==> config.mk <==
export PLATFORM = sky130hd
export DESIGN_NAME = cdm_err_stats
export DESIGN_NICKNAME = d
export VERILOG_FILES = /design/src/rtl/cdm_err_stats.sv
export SDC_FILE = /design/constraint.sdc
export NUM_CORES = 1
export LEC_CHECK = 0
export CAP_MARGIN = 10
export CORE_MARGIN = 4
export CORE_UTILIZATION = 55
export DETAILED_ROUTE_END_ITERATION = 16
export PLACE_DENSITY = 0.79
export SLEW_MARGIN = 20
export SYNTH_ARGS = -nofsm -noshare
export SYNTH_HDL_FRONTEND = slang
export SYNTH_SLANG_ARGS = --single-unit
==> constraint.sdc <==
create_clock -name clk -period 9.75 [get_ports clk]
set_input_delay 0.975 -clock clk [delete_from_list [all_inputs] [get_ports clk]]
set_output_delay 0.975 -clock clk [all_outputs]
set_load 0.1 [all_outputs]
==> src/rtl/cdm_err_stats.sv <==
// Error-metric accumulator for an 8x8 carry-disregard approximate multiplier sweep.
// Latency: beat accepted at edge k lands in the accumulators after edge k+2; done 2 cycles after the last accept.
// Backpressure: in_ready is high only in RUN; no internal stall, one beat per cycle while RUN.
//
// Ports:
//   clk, rst                   - clock, synchronous active-high reset
//   start                      - begin a sweep (honoured in IDLE/DONE only)
//   in_valid/in_ready          - beat handshake; in_a, in_b operands, in_r approximate product
//   busy, done                 - sweep in progress / results final and stable
//   sample_cnt, err_cnt        - beats accepted / beats with in_r != in_a*in_b
//   max_ed, sum_ed, sum_sed    - worst-case ED, sum of ED, signed sum of (exact - approx)
module cdm_err_stats #(
  parameter int W         = 8,
  parameter int N_SAMPLES = 65536
) (
  input  logic             clk,
  input  logic             rst,
  input  logic             start,
  input  logic             in_valid,
  input  logic [W-1:0]     in_a,
  input  logic [W-1:0]     in_b,
  input  logic [2*W-1:0]   in_r,
  output logic             in_ready,
  output logic             busy,
  output logic             done,
  output logic [2*W:0]     sample_cnt,
  output logic [2*W:0]     err_cnt,
  output logic [2*W-1:0]   max_ed,
  output logic [4*W-1:0]   sum_ed,
  output logic [4*W:0]     sum_sed
);

  localparam int CW = 2*W + 1;
  localparam logic [CW-1:0] N_LAST = CW'(N_SAMPLES);

  typedef enum logic [1:0] {S_IDLE, S_RUN, S_DRAIN, S_DONE} state_t;

  state_t          state_q, state_d;
  logic            drain_q, drain_d;

  // Stage 1: exact product and approximate product.
  logic [2*W-1:0]  p1_q, r1_q;
  logic            v1_q;
  // Stage 2: signed difference and its magnitude.
  logic [2*W:0]    d2_q, d2_d;
  logic [2*W-1:0]  ed2_q, ed2_d;
  logic            v2_q;

  logic [CW-1:0]   sample_cnt_q, sample_cnt_d;
  logic [CW-1:0]   err_cnt_q, err_cnt_d;
  logic [2*W-1:0]  max_ed_q, max_ed_d;
  logic [4*W-1:0]  sum_ed_q, sum_ed_d;
  logic [4*W:0]    sum_sed_q, sum_sed_d;

  logic            accept;
  logic            restart;
  logic [2*W:0]    neg_d;

  assign accept  = in_valid && (state_q == S_RUN);
  assign restart = start && ((state_q == S_IDLE) || (state_q == S_DONE));

  // FSM next state.
  always_comb begin
    state_d = state_q;
    drain_d = drain_q;
    case (state_q)
      S_IDLE, S_DONE: begin
        if (start) state_d = S_RUN;
      end
      S_RUN: begin
        if (accept && (sample_cnt_q + CW'(1) == N_LAST)) begin
          state_d = S_DRAIN;
          drain_d = 1'b0;
        end
      end
      S_DRAIN: begin
        // Two flush cycles: the last beat needs stage 2 plus the accumulate edge.
        if (drain_q) state_d = S_DONE;
        else         drain_d = 1'b1;
      end
      default: state_d = S_IDLE;
    endcase
  end

  // Difference is formed as a (2W+1)-bit two's-complement value so the sign survives.
  always_comb begin
    d2_d  = {1'b0, p1_q} - {1'b0, r1_q};
    neg_d = -d2_d;
    ed2_d = d2_d[2*W] ? neg_d[2*W-1:0] : d2_d[2*W-1:0];
  end

  // Counters and accumulators; a honoured start clears them on the same edge.
  always_comb begin
    sample_cnt_d = sample_cnt_q;
    err_cnt_d    = err_cnt_q;
    max_ed_d     = max_ed_q;
    sum_ed_d     = sum_ed_q;
    sum_sed_d    = sum_sed_q;
    if (restart) begin
      sample_cnt_d = '0;
      err_cnt_d    = '0;
      max_ed_d     = '0;
      sum_ed_d     = '0;
      sum_sed_d    = '0;
    end else begin
      if (accept) sample_cnt_d = sample_cnt_q + CW'(1);
      if (v2_q) begin
        sum_ed_d  = sum_ed_q + {{(2*W){1'b0}}, ed2_q};
        sum_sed_d = sum_sed_q + {{(2*W){d2_q[2*W]}}, d2_q};
        err_cnt_d = err_cnt_q + CW'(d2_q != '0);
        if (ed2_q > max_ed_q) max_ed_d = ed2_q;
      end
    end
  end

  always_ff @(posedge clk) begin
    if (rst) begin
      state_q      <= S_IDLE;
      drain_q      <= 1'b0;
      p1_q         <= '0;
      r1_q         <= '0;
      v1_q         <= 1'b0;
      d2_q         <= '0;
      ed2_q        <= '0;
      v2_q         <= 1'b0;
      sample_cnt_q <= '0;
      err_cnt_q    <= '0;
      max_ed_q     <= '0;
      sum_ed_q     <= '0;
      sum_sed_q    <= '0;
    end else begin
      state_q      <= state_d;
      drain_q      <= drain_d;
      v1_q         <= accept && !restart;
      v2_q         <= v1_q && !restart;
      if (accept) begin
        p1_q <= in_a * in_b;
        r1_q <= in_r;
      end
      if (v1_q) begin
        d2_q  <= d2_d;
        ed2_q <= ed2_d;
      end
      sample_cnt_q <= sample_cnt_d;
      err_cnt_q    <= err_cnt_d;
      max_ed_q     <= max_ed_d;
      sum_ed_q     <= sum_ed_d;
      sum_sed_q    <= sum_sed_d;
    end
  end

  assign in_ready   = (state_q == S_RUN);
  assign busy       = (state_q == S_RUN) || (state_q == S_DRAIN);
  assign done       = (state_q == S_DONE);
  assign sample_cnt = sample_cnt_q;
  assign err_cnt    = err_cnt_q;
  assign max_ed     = max_ed_q;
  assign sum_ed     = sum_ed_q;
  assign sum_sed    = sum_sed_q;

endmodule
==> results of run 1 <==
worst max-delay path: cells and delay by family:
family / cells / cell delay [ns]
adder cells (fa/ha/maj): 5 / 2.45
XOR/XNOR: 1 / 0.10
buffers and inverters: 4 / 0.81
AND/OR/NAND/NOR: 1 / 0.12
AO/OA/AOI/OAI: 6 / 1.18
how the worst min path moves through the flow:
stage / endpoint / cells past startpoint
CTS: r1_q[1]$_SDFFE_PP0P_ / 2
detailed placement: r1_q[1]$_SDFFE_PP0P_ / 2
floorplan: p1_q[0]$_SDFFE_PP0P_ / 2
global placement: r1_q[9]$_SDFFE_PP0P_ / 2
global route: r1_q[7]$_SDFFE_PP0P_ / 2
finish: r1_q[1]$_SDFFE_PP0P_ / 2
per-stage QoR:
stage	hold WS [ns]	power [mW]	setup slack (ns)
floorplan	0.432	2.03	5.02
global placement	0.444	2.32	4.12
detailed placement	0.448	2.36	4.07
CTS	0.458	3.07	4.49
global route	0.475	3.26	4.17
finish	0.456	3.05	4.49
placed cells by master (no fill, tap or decap), drive strengths merged, types with 5 or more instances in the layout:
cell type      instances
dfxtp                184
a21oi                124
xor2                  45
ha                   125
a211o                  8
o21bai                 7
o211ai                14
nand2b                20
a211oi                30
buf                   10
mux2i                 48
or2                    5
a31oi                  9
nand3b                14
o21a                  14
nor2                 159
clkbuf                18
a21o                  36
and3                  24
nor4                   8
fa                    39
or3                   16
nand3                 47
a21boi                 6
nor3                  20
o21ai                 67
nand2                127
nor2b                  9
nor3b                  5
nand4                 21
o31ai                  6
xnor2                 67
a41oi                  6
clkdlybuf4s50        152
clkinv                 7
inv                  126
and2                  60
sequential cells by signal, summed over array words and instances (netlist names):
signal	flops
sum_sed	33
sum_ed	32
d2_q	17
err_cnt	17
sample_cnt	17
max_ed	16
p1_q	16
r1_q	16
ed2_q	15
state_q	2
drain_q	1
v1_q	1
v2_q	1
per-layer routing:
metal | global-route usage | vias to the layer above | wire, um | share of wire
li1 | - | 5810 | - | -
met1 | 0.314 | 5413 | 14200 | 0.46
met2 | 0.389 | 259 | 14800 | 0.48
met3 | 0.0333 | 43 | 1310 | 0.042
met4 | 0.0610 | 0 | 580 | 0.019
met5 | 0 | - | 0 | 0
kinds of logic after synthesis:
| logic type | share of synthesized area |
|---|---|
| compound gates | 0.174 |
| flops | 0.279 |
| mux | 0.0372 |
| fa+ha+maj | 0.177 |
| xor+xnor | 0.0742 |
| simple gates | 0.205 |
| buf+inv | 0.0531 |
final cells by class:
cell class	instances	area (um2)	share of cell area
multi-input combinational	1232	8850	0.568
sequential	184	3690	0.237
timing repair buffer	162	1590	0.102
inverter	121	454	0.0291
clock buffer	18	439	0.0282
tap	319	399	0.0256
clock inverter	14	159	0.0102
power by group through the flow:
stage	clock, mW	combinational [mW]	sequential (mW)
CTS	0.715	1.51	0.836
global route	0.741	1.68	0.842
detailed placement	0	1.50	0.853
floorplan	0	1.19	0.843
finish	0.700	1.51	0.836
global placement	0	1.47	0.852
==> results by group, run 1 <==
Outcome
  – Status: finished, final reports clean

Logic synthesis
  – Synth top area share: 0.279
  – Post-Syn Area: roughly 13,000 um2
  – Syn avg cell area: roughly 8.3 um2
  – Commonest register cell after synthesis: dfxtp_1
  – Cells after Synth: 1,602
  – Count leader, synth: dfxtp_1
  – Area leader, netlist: dfxtp_1
  – Synth cell types: 75
  – Post-synth EDFFs: 0
  – Synth async-reset ratio: 0
  – Synth warnings: 0
  – Synth area leaders: dfxtp_1 28%, ha_1 12%, fa_1 5.9%
  – Most frequent cells after synthesis: 184 x dfxtp_1, 158 x nor2_1, 127 x nand2_1
  – Syn nets: 1,802
  – Register area share after synthesis: 0.279
  – Yosys reg bits: 184

Drt
  – Via count: 11,500
  – # DRC: 0
  – Vias per std cell: 5.62
  – Total Wirelength: roughly 31,000 um
  – Routed len/inst: around 15 um
  – DR pass1 iterations: 8
  – Post-route ant nets: 0
  – Detailed Route Iter0 Violations: 743

Clock tree
  – Clock Path Buffers: 2
  – Setup bufs post-CTS: 0
  – CTS Buf Count: 17
  – H-tree levels: 4
  – CTS root buffer: clkbuf_16
  – Hold Buf Count CTS: 0
  – Clk pin slew, worst setup/hold paths: 0.07 ns
  – CTS resizes: 0
  – Clk_lat worst skew: 0.44 ns
  – Total clock sinks: 184
  – CTS tree: done

Final layout
  – Fillcell total: 1,977
  – Area Overhead vs Synth: 17.8%
  – Inserted Diodes: 0
  – Fin area: ~16,000 um2
  – Final core utilization: 0.662
  – Final #Nets: 1,918
  – Layout cells sized above 1: 0.0376
  – Post-Layout Cell Count: 2,050

Timing
  – Final TNS setup: 0 ns
  – Slew Viols, Final: 0
  – Worst rel slew slack: 0.303
  – RSZ-0062 raised after global routing: false
  – Period utilization: 0.540
  – Final setup viols: 0
  – Fmax: 0.190 GHz
  – Fin crit period: 5.26 ns
  – Worst Tran Pin Value: 1.04 ns
  – Final hold vios: 0
  – Fin Clk Skew: 0.0148 ns

Critical path
  – CP peak stage delay: 0.64 ns
  – Crit path cell chain: clkdlybuf4s50_1, nand2_1, fa_1, fa_1, inv_1, fa_1, inv_1, fa_1, inv_1, ha_1, a21boi_0, o21ai_0, a21oi_1, a41oi_1, a21oi_1, xnor2_1, a211oi_1
  – Worst Setup SP: in_a[1]
  – Worst reg2reg setup slack: 6.08 ns
  – Highest-delay cell along the critical path: clkdlybuf4s50_1
  – Crit path DAT: 5.61 ns
  – Crit start category: input pin
  – Critical path capture point type: flop
  – Max FO, Critical Path: 8
  – RR Startpoint: d2_q[0]$_SDFFE_PP0P_
  – Reg2reg path depth: 12
  – CP required: just over 10 ns
  – Kind of critical path: in2reg
  – Most repeated library cell on the critical path: fa_1
  – CP Capture Point: p1_q[15]$_SDFFE_PP0P_
  – Reg-to-Reg End: sum_sed[26]$_SDFFE_PP0P_

Placement
  – Placed inst area: 15,000 um2
  – Cells after DPL: around 2,000
  – HPWL Detailed: 23,300 um
  – Port bufs: 153
  – Placer Congestion: 0.901

Power and ir drop
  – Sw Pwr: 1.29 mW
  – Sw Ratio: 0.422
  – Sequential power share: 0.275
  – VDD IR max: between 0.2 and 0.25 mV
  – LEAKAGE: 6.37 nW
  – Comb power frac: 0.495
  – Clock share of power: 0.230
  – PD cells: around 200 nW/um2
  – P_int: approximately 1.8 mW

Floorplan
  – Die Width: 163 um
  – Initial cell density of the core: 0.562
  – Die height: 163 um
  – Row count: 56
  – Die footprint: 26,600 um2
  – Core area: 23,500 um2
  – IO Pins: 154

GRT
  – Largest net degree at the start of global routing: 79
  – Vias in the first global route: 10,800
  – Overall global routing resource usage: 0.232
  – First-pass GRT wire length: 52,000 um
  – Global route overflow: 0
  – Initial antenna violation count: 0

Run
  – Max Cap Viol: 0

Min path
  – Hold Path Class: reg2reg
  – Hold_sp: r1_q[1]$_SDFFE_PP0P_
Power figures use the tool's default switching activity.
==> run 2, diff against run 1 <==
- clock period: 9.75 -> 4.9 ns (I/O delays scaled with it)
==> results by group, run 2 (synthesized netlist as in run 1, its figures left out) <==
Final layout
  – Inserted Diodes: 0
  – Commonest non-fill, non-tap cells in the layout: 182 x dfxtp_1, 158 x nor2_1, 152 x clkdlybuf4s50_1, 127 x nand2_1, 125 x ha_1
  – Area Overhead vs Synth: 19.6%
  – Fillcell total: 2,019
  – Post-Layout Cell Count: 2,076
  – Final core utilization: 0.671
  – Layout cells sized above 1: 0.0518
  – Commonest non-fill, non-tap cell in the layout: dfxtp_1
  – Max reg flops: 33
  – Fin area: ~16,000 um2
  – Final #Nets: 1,944

Power and ir drop
  – PD cells: ~400 nW/um2
  – VDD IR max: 0.480 mV
  – LEAKAGE: 6.51 nW
  – Total power: 6.20 mW

Drt
  – Via count: 11,600
  – Vias per std cell: 5.59
  – Total Wirelength: ~32,000 um
  – Detailed Route Iter0 Violations: roughly 700
  – Routed len/inst: 15.2 um
  – # DRC: 0
  – Post-route ant nets: 0
  – DR pass1 iterations: 8

Timing
  – Worst hold slack: 0.455 ns
  – Slew Viols, Final: 0
  – Worst Tran Pin Value: 1.04 ns
  – Setup ws final: 0.288 ns
  – Final hold vios: 0
  – Fmax: 0.217 GHz
  – Worst rel slew slack: 0.302
  – Fin crit period: 4.61 ns
  – Final TNS setup: 0 ns
  – RSZ-0062 raised after global routing: false
  – Final setup viols: 0
  – Period utilization: 0.941
  – Fin Clk Skew: 0.0123 ns

Placement
  – Port bufs: approximately 150
  – HPWL Detailed: between 20,000 and 25,000 um
  – Cells after DPL: 2,044
  – Placed inst area: ~15,000 um2
  – Setup slack at placement: -0.214 ns
  – Placer Congestion: approximately 0.9

Clock tree
  – Clk pin slew, worst setup/hold paths: 0.07 ns
  – Clock Path Buffers: 2
  – Hold Buf Count CTS: 0
  – Setup bufs post-CTS: 0
  – H-tree levels: 4
  – Total clock sinks: 184
  – CTS Buf Count: 17
  – CTS tree: done
  – Clk_lat worst skew: 0.44 ns
  – CTS root buffer: clkbuf_16

GRT
  – Overall global routing resource usage: 0.238
  – Initial antenna violation count: 0
  – Vias in the first global route: about 11,000
  – Global route overflow: 0
  – Largest net degree at the start of global routing: 91
  – First-pass GRT wire length: 53,100 um

Critical path
  – Max FO, Critical Path: 4
  – Critical path capture point type: flop
  – Crit path DAT: 4.96 ns
  – Kind of critical path: in2reg
  – Crit start category: input pin
  – CP required: 5.25 ns

Floorplan
  – Row count: 56
  – Core area: 23,500 um2
  – Die footprint: around 27,000 um2
  – Die Width: 163 um
  – IO Pins: 154
  – Die height: 163 um
  – Initial cell density of the core: 0.562

Outcome
  – Status: finished, final reports clean

Run
  – Max Cap Viol: 0

Min path
  – Hold Path Class: reg2reg
[run 2: power breakdown]
part | internal (mW) | switching (mW)
sequential | 1.58 | 0.0929
clock | 0.783 | 0.666
combinational | 1.23 | 1.85
[run 2: timing repair]
action / in CTS / in global routing
setup endpoints to repair: 0 / 2
endpoints found under the hold margin: 0 / 0
resized for setup: 0 / 2
[run 2: worst max-delay path: stages]
cell             delay [ns]
clkdlybuf4s50_1        0.55
nand2_1                0.09
fa_1                   0.49
fa_1                   0.56
inv_1                  0.06
fa_1                   0.53
inv_1                  0.06
fa_1                   0.53
inv_1                  0.04
ha_1                   0.32
a21boi_1               0.15
o21ai_1                0.17
a21oi_1                0.12
a41oi_1                0.30
a21oi_1                0.13
xnor2_1                0.15
a211oi_1               0.22
[run 2: area by class of cell]
cell class	instances	area, um2	area share
clock buffers	17	425	0.0269
clock inverters	15	203	0.0128
inverters	121	454	0.0287
multi-input cells	1232	8850	0.560
flip-flops and latches	184	3690	0.233
well taps	319	399	0.0253
repair buffers	188	1790	0.113
[run 2: layer usage]
metal	track usage	wire length [um]
met5	0	0
met4	0.0743	726
met3	0.0283	1100
met2	0.409	15400
met1	0.314	14400
[run 2: final timing paths]
check                        from                        to  slack [ns]  depth (start not counted)
max                       in_a[2]     p1_q[15]$_SDFFE_PP0P_        0.29                         17
min          r1_q[1]$_SDFFE_PP0P_      r1_q[1]$_SDFFE_PP0P_        0.46                          2
max reg2reg  d2_q[0]$_SDFFE_PP0P_  sum_sed[26]$_SDFFE_PP0P_        1.29                         12
min reg2reg  r1_q[1]$_SDFFE_PP0P_      r1_q[1]$_SDFFE_PP0P_        0.46                          2
